**src/rtl/mat_stream.sv**
```systemverilog
// rtl/mat_stream.sv - M x M operand streamer feeding the systolic skew stage.
// Optional macro MAT_STREAM_TRANSPOSE_EN: emit stored rows whole (B-operand orientation).
module mat_stream #(
   parameter int M = 3
) (
   input  logic                 CLK,
   input  logic                 RST,
   input  logic                 wr_en,
   input  logic [$clog2(M)-1:0] wr_row,
   input  logic [8*M-1:0]       wr_data,
   input  logic                 start,
   output logic                 busy,
   output logic [8*M-1:0]       vec_out,
   output logic                 vec_valid,
   output logic                 done
);

   localparam int RW = $clog2(M);
   localparam int CW = $clog2(2*M);

   typedef enum logic [1:0] {IDLE, STREAM, FLUSH, DONE} state_t;

   state_t          state;
   logic [CW-1:0]   cnt;
   logic [8*M-1:0]  mem [M];
   logic [8*M-1:0]  stream_vec;
   logic [RW-1:0]   cnt_row;

   // Element k sits in the MSB-first byte order, so shift it to the top byte.
   function automatic logic [7:0] elem(input logic [8*M-1:0] row, input logic [CW-1:0] k);
      logic [8*M-1:0] sh;
      sh = row << (8 * k);
      return sh[8*M-1 -: 8];
   endfunction

   assign cnt_row = cnt[RW-1:0];

   always_comb begin
      stream_vec = '0;
      for (int i = 0; i < M; i++) begin
`ifdef MAT_STREAM_TRANSPOSE_EN
         stream_vec[8*(M-i)-1 -: 8] = elem(mem[cnt_row], CW'(i));
`else
         stream_vec[8*(M-i)-1 -: 8] = elem(mem[i], cnt);
`endif
      end
   end

   always_ff @(posedge CLK) begin
      if (RST) begin
         state     <= IDLE;
         cnt       <= '0;
         busy      <= 1'b0;
         vec_out   <= '0;
         vec_valid <= 1'b0;
         done      <= 1'b0;
         for (int r = 0; r < M; r++) mem[r] <= '0;
      end else begin
         case (state)
            IDLE: begin
               busy      <= 1'b0;
               done      <= 1'b0;
               vec_valid <= 1'b0;
               vec_out   <= '0;
               if (wr_en && int'(wr_row) < M) mem[wr_row] <= wr_data;
               if (start) begin
                  cnt   <= '0;
                  state <= STREAM;
               end
            end
            STREAM: begin
               busy      <= 1'b1;
               vec_out   <= stream_vec;
               vec_valid <= 1'b1;
               if (cnt == CW'(M-1)) begin
                  cnt   <= '0;
                  state <= FLUSH;
               end else begin
                  cnt <= cnt + 1'b1;
               end
            end
            FLUSH: begin
               // Zeros let the skewed lanes drain through feed and the array.
               vec_out   <= '0;
               vec_valid <= 1'b0;
               if (cnt == CW'(2*M-3)) begin
                  cnt   <= '0;
                  state <= DONE;
               end else begin
                  cnt <= cnt + 1'b1;
               end
            end
            DONE: begin
               done    <= 1'b1;
               busy    <= 1'b1;
               vec_out <= '0;
               state   <= IDLE;
            end
            default: state <= IDLE;
         endcase
      end
   end

endmodule

```
**config.mk**
```make
export PLATFORM = sky130hd
export DESIGN_NAME = mat_stream
export DESIGN_NICKNAME = d
export VERILOG_FILES = /design/src/rtl/mat_stream.sv
export SDC_FILE = /design/constraint.sdc
export NUM_CORES = 1
export LEC_CHECK = 0
export ABC_AREA = 1
export ABC_CLOCK_PERIOD_IN_PS = 7200
export CORE_MARGIN = 2
export CORE_UTILIZATION = 59
export DETAILED_ROUTE_END_ITERATION = 10
export PLACE_DENSITY = 0.85
export SLEW_MARGIN = 20
export SYNTH_ARGS = -nofsm -noshare
export SYNTH_HDL_FRONTEND = slang
export SYNTH_SLANG_ARGS = --single-unit
```
**constraint.sdc**
```tcl
create_clock -name CLK -period 7.2 [get_ports CLK]
set_input_delay 0.72 -clock CLK [delete_from_list [all_inputs] [get_ports CLK]]
set_output_delay 0.72 -clock CLK [all_outputs]
set_load 0.005 [all_outputs]
```
==> key figures <==
Clocking
  • CTS Buf Count: 9
  • PostCTS Resize Cnt: 0
  • Sink Count: 104
  • Worst skew pair latency: 0.36 ns
  • Postcts setup bufs: 0
  • Clock transition at path regs: 0.09 ns
  • CTS tree: done
  • Hold_buf cts: 0
  • Htree depth: 3
  • Clock tree buffer depth: 2
  • Root Buffer: clkbuf_8

Synthesis
  • Mapped Area: 4273 um2
  • Mean post-synth cell area: 10.27 um2
  • Ys Warns: 0
  • Flops & latches, synth: 104
  • Post-Synthesis Cells: 416
  • Register area share after synthesis: 65.59%
  • Syn Nets: 457
  • Count of cell types in the netlist: 21

Worst setup path
  • Worst Path Required: 7.19 ns
  • Crit end category: flop
  • Worst reg-to-reg path cell count: 6
  • Delay-heaviest family, CP: simple AND/OR/NAND/NOR gates
  • Reg2reg start: state[0]
  • Max stage delay cell, worst path: nand2_1
  • CP Max Fanout: 26
  • R2R Path End: mem[2][14]
  • Worst Path Arrival: 2.93 ns
  • FF-to-FF setup slack: 4.44 ns
  • Critical path launch point type: input pin
  • WS Path Type: in2reg
  • Critical-path cell list: clkdlybuf4s50_1 > inv_2 > nand3_4 > nor2_4 > nand2_4 > nand2_1
  • CP max stage delay: 0.77 ns
  • CP Buf/Inv Count: 2

Route
  • WL final: 8559 um
  • TritonRoute pass-1 iters: 5
  • Metal3 WL: 634 um
  • Vias per inst: 5.353
  • M1 WL: 3412 um
  • DR iter-0 viols: 265
  • Drt wl/cell: 15.04 um
  • Residual DRC: 0
  • Vias: 3046
  • Antenna-violating nets left: 0
  • Met2 Wirelength: 4318 um
  • Top layer in use: met4

Floorplan
  • Initial Util: 59.87%
  • Die Width: 89.10 um
  • Row count: 31
  • Chip height: 89.10 um
  • Area of the die: 7939 um2
  • Core area: 7137 um2
  • Boundary pin count: 57

STA
  • Setup total negative slack: 0 ns
  • Highest clock rate: 0.3395 GHz
  • Slew Viols, Final: 0
  • RSZ-0062 raised after global routing: no
  • Worst slew margin: 26.78%
  • Clock Skews: 0.01167 ns
  • Worst Tran Pin Value: 1.097 ns
  • # setup viols final: 0
  • Period minus WS final: 2.945 ns
  • Final worst path period share: 40.90%
  • Final hold vios: 0

Final layout
  • Diodes inserted: 0
  • Area Growth Syn to Fin: 18.13%
  • Register area: 2803 um2
  • Nets: 506
  • Multi-input gate area in the final layout: 1211 um2
  • Share of post-route cells with drive strength above 1: 5.319%
  • Fill cell count: 511
  • Post-route cell area: 5047 um2

GRT
  • First-pass GRT wire length: 13210 um
  • Tot GR Track Use: 22.99%
  • Vias in the first global route: 2779
  • Antenna violations before repair: 0
  • Largest net degree at the start of global routing: 29
  • Grt total ovfl: 0

Hold path
  • Hold Crit Endpoint: cnt[2]
  • Hold wc startpoint: cnt[2]
  • Worst hold-check path type: reg2reg
  • WHS Path Cells: 2

Power
  • Maximum VDD drop: 0.1318 mV
  • Pwr dens: 286.0 nW/um2
  • Pleak: 1.994 nW

Placement
  • RePlAce Congestion: 0.8938
  • Placed Instance Area: 4856 um2
  • PortBufs: 56
  • Detailed Place HPWL: 5781 um

Status
  • Outcome: finished clean

Flow run
  • # Max-Cap Violations: 0
==> power breakdown <==
group,switching (mW),internal [mW]
Clock,0.188,0.146
Combinational,0.201,0.150
Sequential,0.0439,0.714
==> worst reg2reg max path: stages (launching register included) <==
cell	delay, ns
dfxtp_1	0.36
inv_1	0.16
ha_1	0.34
nand3_4	0.31
nor2_4	0.25
nand2_4	0.19
nand2_1	0.78
==> logic make-up (layout without fill, tap and decap cells) <==
kind of cell	Yosys count	in the layout	synth area share, %
AOI/OAI and AO/OA	59	59	6.911
buffers and inverters	60	114	6.325
and+or+nand+nor	182	182	17.95
adders and majority gates	11	11	3.221
DFF	104	104	65.59
==> how the worst max path moves through the flow <==
| stage | end | depth (start not counted) | start |
|---|---|---|---|
| 4_1_cts | mem[1][14] | 4 | wr_row[1] |
| 6_report | mem[2][14] | 6 | RST |
| 3_3_place_gp | mem[1][5] | 4 | wr_row[1] |
| 3_5_place_dp | mem[1][5] | 4 | wr_row[1] |
| 2_1_floorplan | mem[1][0] | 3 | wr_row[1] |
| 5_1_grt | mem[2][21] | 6 | RST |
==> placed cells by master (no fill, tap or decap), types with 11 or more instances in the layout <==
cell type / n
edfxtp_1: 72
nor2_1: 104
o21ai_0: 27
dfxtp_1: 32
clkbuf_8: 11
clkdlybuf4s50_1: 56
nand2_1: 41
nor3_1: 25
ha_1: 11
a21oi_1: 31
inv_1: 39
==> Yosys cell counts (all sizes together) <==
library cell  count  area (um2)
nor2            107       414.1
nand2            43       176.4
o21ai            28       140.1
nand3             4       32.53
nand4             3       18.77
inv              40       150.1
dfxtp            32       640.6
buf              13       92.59
a21oi            31       155.2
edfxtp           72        2162
clkbuf            7       27.52
nor3             25       125.1
ha               11       137.6
==> metal layers <==
| layer | vias to the layer above | GRT usage, % |
|---|---|---|
| met5 | - | 0 |
| met4 | 0 | 10.31 |
| met3 | 24 | 4.432 |
| met2 | 148 | 39.33 |
| met1 | 1409 | 28.46 |
| li1 | 1465 | - |
==> through the flow <==
step	hold slack [ns]	utilization [%]	std cells	total power, mW	worst slack, ns
floorplan	0.4567	-	416	0.9704	4.045
global placement	0.4747	68.04	553	1.104	4.018
detailed placement	0.4832	68.04	553	1.117	3.881
CTS	0.5015	70.62	569	1.442	4.271
global route	0.5378	70.72	569	1.517	4.046
finish	0.5021	70.72	569	1.443	4.255
==> flip-flops by register name, summed over array words and instances, names as in the netlist <==
name / cells
busy: 1
cnt: 3
state: 2
done: 1
vec_out: 24
vec_valid: 1
mem: 72
==> area by class of cell <==
cell class | count | share of cell area, %
sequential | 104 | 55.53
tap | 99 | 2.454
clock inverter | 4 | 0.5702
clock buffer | 12 | 3.074
inverter | 40 | 2.975
timing repair buffer | 58 | 11.40
multi-input combinational | 252 | 24.00
(Power assumes the default switching activity.)
